File: src/rtl/serial_deser_pkg.sv
// Shared types and constants for the serial deserializer.
package serial_deser_pkg;

  localparam int DESER_WIDTH_DEF = 8;

  typedef enum logic [0:0] {
    S_DATA = 1'b0,
    S_PAR  = 1'b1
  } deser_state_t;

endpackage

File: src/rtl/deser_out_buf.sv
// Single-entry output buffer with valid/ready handshake, sticky overflow and accepted-frame counter.
// Load visible 1 edge after i_frame_vld; a frame arriving while full and not accepted is dropped.
module deser_out_buf #(
  parameter int DW = 8
) (
  input  logic          clk,
  input  logic          reset,
  input  logic          i_frame_vld,
  input  logic [DW-1:0] i_frame_dat,
  input  logic          i_rdy,
  output logic [DW-1:0] o_dat,
  output logic          o_vld,
  output logic          o_overflow,
  output logic [7:0]    o_frames
);

  logic [DW-1:0] r_dat;
  logic          r_vld;
  logic          r_overflow;
  logic [7:0]    r_frames;
  logic          w_accept;
  logic          w_load;

  assign w_accept = r_vld & i_rdy;
  // The buffer is free for a new frame when empty or being drained at this very edge.
  assign w_load   = i_frame_vld & (~r_vld | i_rdy);

  always_ff @(posedge clk) begin
    if (reset) begin
      r_dat      <= '0;
      r_vld      <= 1'b0;
      r_overflow <= 1'b0;
      r_frames   <= 8'd0;
    end else begin
      if (w_load) begin
        r_dat <= i_frame_dat;
        r_vld <= 1'b1;
      end else if (w_accept) begin
        r_vld <= 1'b0;
      end
      if (i_frame_vld && !w_load) begin
        r_overflow <= 1'b1;
      end
      if (w_accept) begin
        r_frames <= r_frames + 8'd1;
      end
    end
  end

  assign o_dat      = r_dat;
  assign o_vld      = r_vld;
  assign o_overflow = r_overflow;
  assign o_frames   = r_frames;

endmodule

File: src/rtl/serial_deser.sv
// Serial-to-parallel frame collector, first bit lands in word[0]; word_valid 1 edge after last bit.
// Optional even-parity bit per frame under SERIAL_DESER_PARITY_EN; frames are dropped when the output is held.
module serial_deser
  import serial_deser_pkg::*;
#(
  parameter int WIDTH = DESER_WIDTH_DEF
) (
  input  logic             clk,
  input  logic             reset,
  input  logic             in,
  input  logic             in_valid,
  output logic [WIDTH-1:0] word,
  output logic             word_valid,
  input  logic             word_ready,
  output logic             overflow,
  output logic [7:0]       frames
`ifdef SERIAL_DESER_PARITY_EN
  ,
  output logic             parity_err
`endif
);

  localparam int CW = $clog2(WIDTH);
`ifdef SERIAL_DESER_PARITY_EN
  localparam int DW = WIDTH + 1;
`else
  localparam int DW = WIDTH;
`endif

  deser_state_t   r_state;
  deser_state_t   w_state_nxt;
  logic [WIDTH-1:0] r_shift;
  logic [WIDTH-1:0] w_shift_nxt;
  logic [CW-1:0]  r_bitcnt;
  logic [CW-1:0]  w_bitcnt_nxt;
  logic           w_frame_vld;
  logic [DW-1:0]  w_frame_dat;
  logic [DW-1:0]  w_buf_dat;

  always_ff @(posedge clk) begin
    if (reset) begin
      r_state  <= S_DATA;
      r_shift  <= '0;
      r_bitcnt <= '0;
    end else begin
      r_state  <= w_state_nxt;
      r_shift  <= w_shift_nxt;
      r_bitcnt <= w_bitcnt_nxt;
    end
  end

  always_comb begin
    w_state_nxt  = r_state;
    w_shift_nxt  = r_shift;
    w_bitcnt_nxt = r_bitcnt;
    w_frame_vld  = 1'b0;
    w_frame_dat  = '0;
    case (r_state)
      S_DATA: begin
        if (in_valid) begin
          w_shift_nxt[r_bitcnt] = in;
          if (r_bitcnt == CW'(WIDTH - 1)) begin
            w_bitcnt_nxt = '0;
`ifdef SERIAL_DESER_PARITY_EN
            w_state_nxt  = S_PAR;
`else
            // Completed word includes the bit being sampled at this edge.
            w_frame_vld  = 1'b1;
            w_frame_dat  = w_shift_nxt;
`endif
          end else begin
            w_bitcnt_nxt = r_bitcnt + CW'(1);
          end
        end
      end
`ifdef SERIAL_DESER_PARITY_EN
      S_PAR: begin
        if (in_valid) begin
          // Even parity: XOR over data and parity bit is 1 on error.
          w_frame_vld = 1'b1;
          w_frame_dat = {(^r_shift) ^ in, r_shift};
          w_state_nxt = S_DATA;
        end
      end
`endif
      default: begin
        w_state_nxt  = S_DATA;
        w_bitcnt_nxt = '0;
      end
    endcase
  end

  deser_out_buf #(
    .DW (DW)
  ) u_out_buf (
    .clk         (clk),
    .reset       (reset),
    .i_frame_vld (w_frame_vld),
    .i_frame_dat (w_frame_dat),
    .i_rdy       (word_ready),
    .o_dat       (w_buf_dat),
    .o_vld       (word_valid),
    .o_overflow  (overflow),
    .o_frames    (frames)
  );

  assign word = w_buf_dat[WIDTH-1:0];
`ifdef SERIAL_DESER_PARITY_EN
  assign parity_err = w_buf_dat[WIDTH];
`endif

endmodule

File: config.mk
export PLATFORM = sky130hd
export DESIGN_NAME = serial_deser
export DESIGN_NICKNAME = d
export VERILOG_FILES = /design/src/rtl/serial_deser_pkg.sv /design/src/rtl/deser_out_buf.sv /design/src/rtl/serial_deser.sv
export SDC_FILE = /design/constraint.sdc
export NUM_CORES = 1
export LEC_CHECK = 0
export BUFFER_PORTS_ARGS = -buffer_cell sky130_fd_sc_hd__buf_2
export CAP_MARGIN = 20
export CORE_ASPECT_RATIO = 0.8
export CORE_UTILIZATION = 35
export DETAILED_ROUTE_END_ITERATION = 10
export PLACE_DENSITY = 0.56
export REMOVE_ABC_BUFFERS = 1
export SLEW_MARGIN = 0
export SYNTH_ARGS = -nofsm -noshare
export SYNTH_HDL_FRONTEND = slang
export SYNTH_HIERARCHICAL = 1
export SYNTH_SLANG_ARGS = --single-unit
File: constraint.sdc
create_clock -name clk -period 5.5 [get_ports clk]
set_clock_uncertainty 0.2 [all_clocks]
set_input_delay 1.1 -clock clk [delete_from_list [all_inputs] [get_ports clk]]
set_output_delay 1.1 -clock clk [all_outputs]
set_load 0.02 [all_outputs]
# --- Word level (Yosys, flattened, before mapping) ---
# Index checks and enable logic that the tools add are counted.
word_totals:
  elab_cells: 29
  mem_bits_rw: 0
  romBits: 0
  latch_bits: 0
  reg_bits: 29
  mem_count: 0
  output_inout_bits: 18
  input_bits: 5
classes:
  reduce_logical: 4
  div: 0
  muxes: 10
  mul: 0
  shifts: 0
  magnitude_cmp: 2
  addsub: 2
  bitwise: 4
  n_eq_ne: 1
op_table:
  columns: ["operator", "n"]
  rows:
  - ["$mux W8", 2]
  - ["$add A8 B1 Y8 const B", 1]
  - ["$bwmux W8", 1]
  - ["$mux W1", 5]
  - ["$lt A3 B4 Y1 const B", 1]
  - ["$add A3 B1 Y3 const B", 1]
  - ["$demux W1 S3", 1]
  - ["$eq A3 B3 Y1 const B", 1]
  - ["$ge A3 B1 Y1 const B", 1]
  - ["$mux W3", 1]
  - ["$and A1 B1 Y1", 2]
  - ["$logic_and A1 B1 Y1", 2]
  - ["$reduce_bool A2 Y1", 1]
  - ["$logic_not A1 Y1", 1]
  - ["$not A1 Y1", 1]
  - ["$or A1 B1 Y1", 1]

# --- Depth between registers and ports, before layout ---
# Gate-level depths: netlist of run 1.
logic_depth:
  depth_word: 7
  mapped_depth: 8
  depth_no_buf: 6

# --- By module ---
# Netlist of run 1, hierarchy kept.
by_module_without_submodules:
  columns: ["module", "n_inst", "cells_each", "area_per_inst_um2", "seq_area_each_um2"]
  rows:
  - ["serial_deser", 1, 79, 804.5, 220.2]
  - ["deser_out_buf", 1, 84, 716.9, 360.3]

# --- Worst setup path after synthesis of run 1 ---
# No wires, ideal clock.
synth_path:
  kind: "input to register"
  from: "in in_valid"
  to: "reg u_out_buf.r_dat[0], in the netlist u_out_buf/o_dat[0]"
  setup_ns: 0.132
  cell_stages: 7
  t_arrival_ns: 2.171
  path_buffers: 3
  slack_ns: 2.997
  t_required_ns: 5.168
  cell_sequence: "buf_4 -> buf_4 -> and2_1 -> clkbuf_1 -> inv_1 -> o21ai_0 -> a21oi_1"
synth_between:
  elab_chain_len: 2
  elab_cells_between_ends: 3
  classes_between: "mux (2); bitwise (1)"
synth_lines:
  columns: ["item", "line_no", "text"]
  rows:
  - ["from (decl)", "serial_deser.sv:11", "input logic in_valid,"]
  - ["$mux W1", "serial_deser.sv:60", "if (in_valid) begin"]
  - ["via w_frame_vld", "serial_deser.sv:36", "logic w_frame_vld;"]
  - ["$and A1 B1 Y1", "deser_out_buf.sv:26", "assign w_load = i_frame_vld & (~r_vld | i_rdy);"]
  - ["to (signal assigned)", "deser_out_buf.sv:36", "r_dat <= i_frame_dat;"]
  - ["to (decl)", "deser_out_buf.sv:17", "logic [DW-1:0] r_dat;"]
# The timed path passes the listed nets, and every way through them passes these cells.
# A chain may end at the register's enable or synchronous reset.

# --- Final worst setup path of run 1 ---
layout_path:
  from: "reg r_bitcnt[0]"
  to: "reg u_out_buf.r_dat[1], in the netlist u_out_buf/o_dat[1]"
layout_between:
  elab_cells_between_ends: 12
  classes_between: "order compare (2); eq/ne (1); mux (7); bitwise (1); reduce/logical (1)"
layout_lines:
  columns: ["item", "line_no", "text"]
  rows:
  - ["from (decl)", "serial_deser.sv:34", "logic [CW-1:0] r_bitcnt;"]
  - ["from (signal assigned)", "serial_deser.sv:48", "r_bitcnt <= w_bitcnt_nxt;"]
  - ["$eq A3 B3 Y1", "serial_deser.sv:62", "if (r_bitcnt == CW'(WIDTH - 1)) begin"]
  - ["$mux W1", "serial_deser.sv:62", null]
  - ["$mux W1", "serial_deser.sv:60", null]
  - ["via w_frame_vld", "serial_deser.sv:36", null]
  - ["$and A1 B1 Y1", "deser_out_buf.sv:26", null]
# The timed path passes the listed nets, and every way through them passes these cells.

==> out/results.ini, run 1 <==
[floorplan]
die_area_um2 = 4620
initial_utilization_pct = 36.4
core_um2 = 4180
rows = 21
die_width_um = 75.7
io_pins = 23
die_h_um = 61.0

[logic_synthesis]
synth_top_area_share_pct = 38.2
ys_ff_latch = 29
netlist_area_um2 = 1520
syn_area_per_cell_um2 = 9.33
synthMuxAreaShare_pct = 11.8
synth_area_leaders = dfxtp_1 38%, mux2i_1 12%, nand3_1 7.6%, a21oi_1 5.6%, nand2b_1 3.7%
yosysWarnings = 6
synth_cell_types = 31
synth_edf_count = 0
ys_seq_area_share_pct = 38.2
synthFlopType = dfxtp_1
synth_compound_area_share_pct = 10.4
yosys.area_share.simple_pct = 30.8
synth_top_family_by_area = simple AND/OR/NAND/NOR gates
synthAdderAreaFrac_pct = 2.47
postSynthCellCount = 163
synth-xor-area-share_pct = 1.15
yosys.area.top_type = dfxtp_1
synthArstFlopShare_pct = 0

[route]
post-route-drc-count = 0
antenna_left = 0
via_per_inst = 5.12
drt_iter0_drc = 62
via_count = 1213
wl_per_cell_um = 13.4
wirelength_mm = 3.17
firstDrtPassIters = 4

[sta]
setup_tns_ns = 0
worst_slew_margin_rel_pct = 52.9
max_slew.worst_pin.slew_ns = 0.706
hold_viol_final = 0
post-route-min-period_ns = 2.64
fmax_mhz = 378
rsz0062_at_grt = false
whs_ns = 0.281
report.final.slew_viol_count = 0
finalCritPeriodShare_pct = 48.1
setup_viol = 0

[setup_path]
start_kind = register
crit_arrival_ns = 2.58
crit_path_cell_trace = ha_1, ha_1, and2_1, inv_1, o21ai_0, a21oi_1
crit_required_ns = 5.44
slowest_stage = dfxtp_1
cpMostUsedCell = ha_1
crit_type = reg2reg
path_depth = 6
crit_buf_inv = 1
critPathTopFamily = flip-flops
max_stage_delay_ns = 0.77
worstRegToRegCells = 6
cp-end-kind = register
cp_max_fo = 19

[min_path]
holdPathStages = 2
min_path_type = reg2reg

[clock_network]
cts_buffers = 5
cts_sinks = 29
clockBufferDepth = 2
htreeDepth = 2
cts_hold_buf = 0
post-cts-setup-buffers = 0
cts.repair.resized = 0
cts_tree = done
cts_root_buf = clkbuf_8
clk_pin_slew_ns = 0.06
clk_latency_ns = 0.28

[run_status]
status = complete, no violations

[cells_and_area]
stdcell_count = 237
final_cell_mix = 29 x dfxtp_1, 23 x nand3_1, 22 x buf_2
final-seq-area_um2 = 581
drive_gt1_share_pct = 21.1
final_common_cell = dfxtp_1
area_growth_pct = 12.8
antenna_cells = 0
multi_input_area_um2 = 861
fillers = 439
nNetsFinal = 188

[power_and_ir_drop]
leakage_nw = 0.718
ir_worst_vdd_mv = 0.0948
power_density_nw_per_um2 = 242

[global_routing]
grt_max_degree = 31
busiest_layer = met2
use_met1_pct = 20.1
grt_pass1_wl_mm = 5.04
grtUsageMet2_pct = 22.1
antenna_found_initial = 0
grt_pass1_vias = 1082
grt_util_met3_pct = 6.31
grt_usage_pct = 15.1
overflow = 0

[place]
dp.final_hpwl_mm = 2.14
port_buffers = 22
place_congestion = 0.680
place_inst = 230

[job]
maxCapViolations = 0

-- power by group --
group	internal (mW)	switching (mW)
Clock	0.0990	0.0760
Combinational	0.0102	0.0105
Sequential	0.212	0.00733
Total	0.322	0.0938
-- through the flow --
stage | setup slack, ns | total power, mW | area (µm²) | utilization, %
after floorplan | 3.34 | 0.235 | 1450 | -
after global placement | 2.92 | 0.244 | 1630 | 39.0
after detailed placement | 2.83 | 0.245 | 1630 | 39.0
after CTS | 2.87 | 0.422 | 1720 | 41.1
after global routing | 2.59 | 0.434 | 1720 | 41.1
final | 2.86 | 0.415 | 1720 | 41.1
-- flip-flops by register name (all words and copies together), names as in the netlist --
| register | cells |
|---|---|
| u_out_buf/o_overflow | 1 |
| u_out_buf/o_dat | 8 |
| u_out_buf/o_vld | 1 |
| r_shift | 8 |
| r_bitcnt | 3 |
| u_out_buf/o_frames | 8 |
-- cells by family after synthesis --
| logic type | after synthesis |
|---|---|
| adder cells (fa/ha/maj) | 3 |
| AO/OA/AOI/OAI | 30 |
| buffers and inverters | 14 |
| flip-flops | 29 |
| AND/OR/NAND/NOR | 67 |
| multiplexers | 18 |
| XOR/XNOR | 2 |
-- synth_stat cells, types with 4 or more instances --
cell      number
nand2b_1       9
nor2_1         5
o21ai_0       10
dfxtp_1       29
clkbuf_1       5
a21oi_1       17
nand2_1        4
mux2i_1       18
nand3_1       23
-- tightest hold or removal path, delay by kind of cell (launching register included) --
kind	cells	cell delay [ns]
AOI/OAI and AO/OA	2	0.11
DFF	1	0.32
-- layout make-up --
class | instances | area share (%)
inverter | 2 | 0.437
timing repair buffer | 22 | 6.41
multi-input combinational | 120 | 50.1
sequential | 29 | 33.8
clock buffer | 7 | 5.03
tap | 57 | 4.15
-- layer usage --
layer | wire length, µm | up-vias
met5 | 0 | -
met1 | 1690 | 578
met3 | 118 | 2
met2 | 1340 | 15
met4 | 17 | 0
li1 | - | 618
-- worst paths after layout --
check	startpoint	end	slack, ns
setup / recovery	r_bitcnt[0]	u_out_buf/o_dat[1]	2.86
hold / removal	u_out_buf/o_frames[7]	u_out_buf/o_frames[7]	0.28
setup reg to reg	r_bitcnt[0]	u_out_buf/o_dat[1]	2.86
hold reg to reg	u_out_buf/o_frames[7]	u_out_buf/o_frames[7]	0.28
Note: power is estimated with default switching activity, not from simulation.
==> inputs of run 2 (changes only) <==
==> constraint.sdc (replaced) <==
create_clock -name clk -period 2.45 [get_ports clk]
set_clock_uncertainty 0.2 [all_clocks]
set_input_delay 0.49 -clock clk [delete_from_list [all_inputs] [get_ports clk]]
set_output_delay 0.49 -clock clk [all_outputs]
set_load 0.02 [all_outputs]
==> run 2 against run 1 <==
Effect of this change:
- cell count rose by 2.1%
- global-route usage rose by 0.55 points
- largest cell class unchanged
- highest routed layer unchanged
- worst setup slack got worse by 2.4 ns
- first-iteration DRC count rose by 21%
- critical path type unchanged
- maximum frequency rose by 30%
- critical endpoint is now u_out_buf/o_dat[7]
==> out/results.ini, run 2 (synthesis results as in run 1) <==
[floorplan]
die_width_um = 75.7  ; unchanged
io_pins = 23  ; unchanged
die_area_um2 = 4620  ; unchanged
core_um2 = 4180  ; unchanged
initial_utilization_pct = 36.4  ; unchanged
rows = 21  ; unchanged
die_h_um = 61.0  ; unchanged

[clock_network]
cts_sinks = 29  ; unchanged
clk_latency_ns = 0.28  ; about the same
cts_hold_buf = 0  ; unchanged
cts_tree = done  ; unchanged
post-cts-setup-buffers = 0  ; unchanged
clockBufferDepth = 2  ; unchanged
cts_buffers = 5  ; unchanged
clk_pin_slew_ns = 0.07  ; was 0.06 ns
cts.repair.resized = 0  ; unchanged
cts_root_buf = clkbuf_8  ; unchanged
htreeDepth = 2  ; unchanged

[job]
maxCapViolations = 0  ; unchanged

[sta]
whs_ns = 0.279  ; was 0.281 ns
max_slew.worst_pin.slew_ns = 0.391  ; was 0.706 ns
setup_tns_ns = 0  ; unchanged
setup_viol = 0  ; unchanged
hold_viol_final = 0  ; unchanged
worst_slew_margin_rel_pct = 74.0  ; was 52.9%
post-route-min-period_ns = 2.04  ; was 2.64 ns
setup_slack_ns = 0.414  ; was 2.86 ns
rsz0062_at_grt = false  ; unchanged
finalCritPeriodShare_pct = 83.1  ; was 48.1%
fmax_mhz = 491  ; was 378 MHz
report.final.slew_viol_count = 0  ; unchanged

[setup_path]
crit_arrival_ns = 1.98  ; was 2.58 ns
crit_required_ns = 2.40  ; was 5.44 ns
cp_max_fo = 11  ; was 19
slowest_stage = and2_1  ; was dfxtp_1
cpMostUsedCell = ha_1  ; unchanged
start_kind = register  ; unchanged
crit_type = reg2reg  ; unchanged
crit_path_cell_trace = ha_1, ha_1, and2_1, inv_1, o21ai_0, a21oi_1  ; unchanged
max_stage_delay_ns = 0.37  ; was 0.77 ns
cp-end-kind = register  ; unchanged

[route]
antenna_left = 0  ; unchanged
via_per_inst = 5.11  ; was 5.12
wl_per_cell_um = 13.5  ; was 13.4 µm
post-route-drc-count = 0  ; unchanged
drt_iter0_drc = 75  ; was 62
wirelength_mm = 3.27  ; was 3.17 mm
via_count = 1237  ; was 1213
firstDrtPassIters = 4  ; unchanged

[place]
place_congestion = 0.727  ; was 0.680
port_buffers = 22  ; unchanged
dp_slack_ns = 0.435  ; was 2.83 ns
dp.final_hpwl_mm = 2.24  ; was 2.14 mm

[power_and_ir_drop]
p_total_mw = 0.982  ; was 0.415 mW
leakage_nw = 0.749  ; was 0.718 nW
power_density_nw_per_um2 = 558  ; was 242 nW/µm²
ir_worst_vdd_mv = 0.188  ; was 0.0948 mV

[global_routing]
antenna_found_initial = 0  ; unchanged
grt_pass1_wl_mm = 5.11  ; was 5.04 mm
grt_usage_pct = 15.6  ; was 15.1%
grt_max_degree = 23  ; was 31
grt_pass1_vias = 1077  ; was 1082
overflow = 0  ; unchanged

[cells_and_area]
final_cell_mix = 29 x dfxtp_1, 23 x nand3_1, 22 x buf_2  ; unchanged
drive_gt1_share_pct = 23.8  ; was 21.1%
area_growth_pct = 15.8  ; was 12.8%
antenna_cells = 0  ; unchanged
final_common_cell = dfxtp_1  ; unchanged
post-route-util_pct = 42.2  ; was 41.1%
nNetsFinal = 192  ; was 188

[run_status]
status = complete, no violations  ; unchanged

[min_path]
min_path_type = reg2reg  ; unchanged

[run 2: cell types whose count changed in the layout (fill, tap and decap cells not counted)]
cell      before  now
clkinv_2       0    1
clkbuf_8       6    7
buf_4          0    4
clkbuf_1       1    0
[run 2: worst paths after layout]
kind | start | endpoint | slack, ns | cells after the start
hold reg to reg | u_out_buf/o_dat[4] | u_out_buf/o_dat[4] | 0.28 | 2
setup / recovery | r_bitcnt[0] | u_out_buf/o_dat[7] | 0.41 | 6
hold / removal | u_out_buf/o_dat[4] | u_out_buf/o_dat[4] | 0.28 | 2
setup reg to reg | r_bitcnt[0] | u_out_buf/o_dat[7] | 0.41 | 6
[run 2: stage by stage]
| step | cell area (µm²) | std cells |
|---|---|---|
| after floorplan | 1450 | 151 |
| after global placement | 1660 | 234 |
| after detailed placement | 1660 | 234 |
| after CTS | 1760 | 242 |
| after global routing | 1760 | 242 |
| final | 1760 | 242 |
[run 2: critical path: cells and delay by family (launching register included)]
| kind | cells | cell delay [ns] |
|---|---|---|
| adder cells (fa/ha/maj) | 2 | 0.50 |
| flip-flops | 1 | 0.33 |
| AND/OR/NAND/NOR | 1 | 0.37 |
| buffers and inverters | 1 | 0.20 |
| AO/OA/AOI/OAI | 2 | 0.30 |
[run 2: layout make-up]
type / instances / area [µm²]
Clock buffer: 7 / 96.3
Clock inverter: 1 / 5.00
Inverter: 2 / 7.51
Timing Repair Buffer: 26 / 140
Tap cell: 57 / 71.3
Sequential cell: 29 / 581
Fill cell: 423 / 2420
Multi-Input combinational cell: 120 / 861
[run 2: where the power goes]
group / switching, mW / internal, mW
sequential: 0.00308 / 0.477
clock: 0.184 / 0.254
combinational: 0.0384 / 0.0271
total: 0.225 / 0.757
[run 2: metal layers]
metal	GRT usage (%)	up-vias	routed length [µm]
met3	4.98	4	113
met2	21.3	23	1400
met4	7.14	0	55
met5	0	-	0
met1	22.2	579	1700
li1	-	631	-
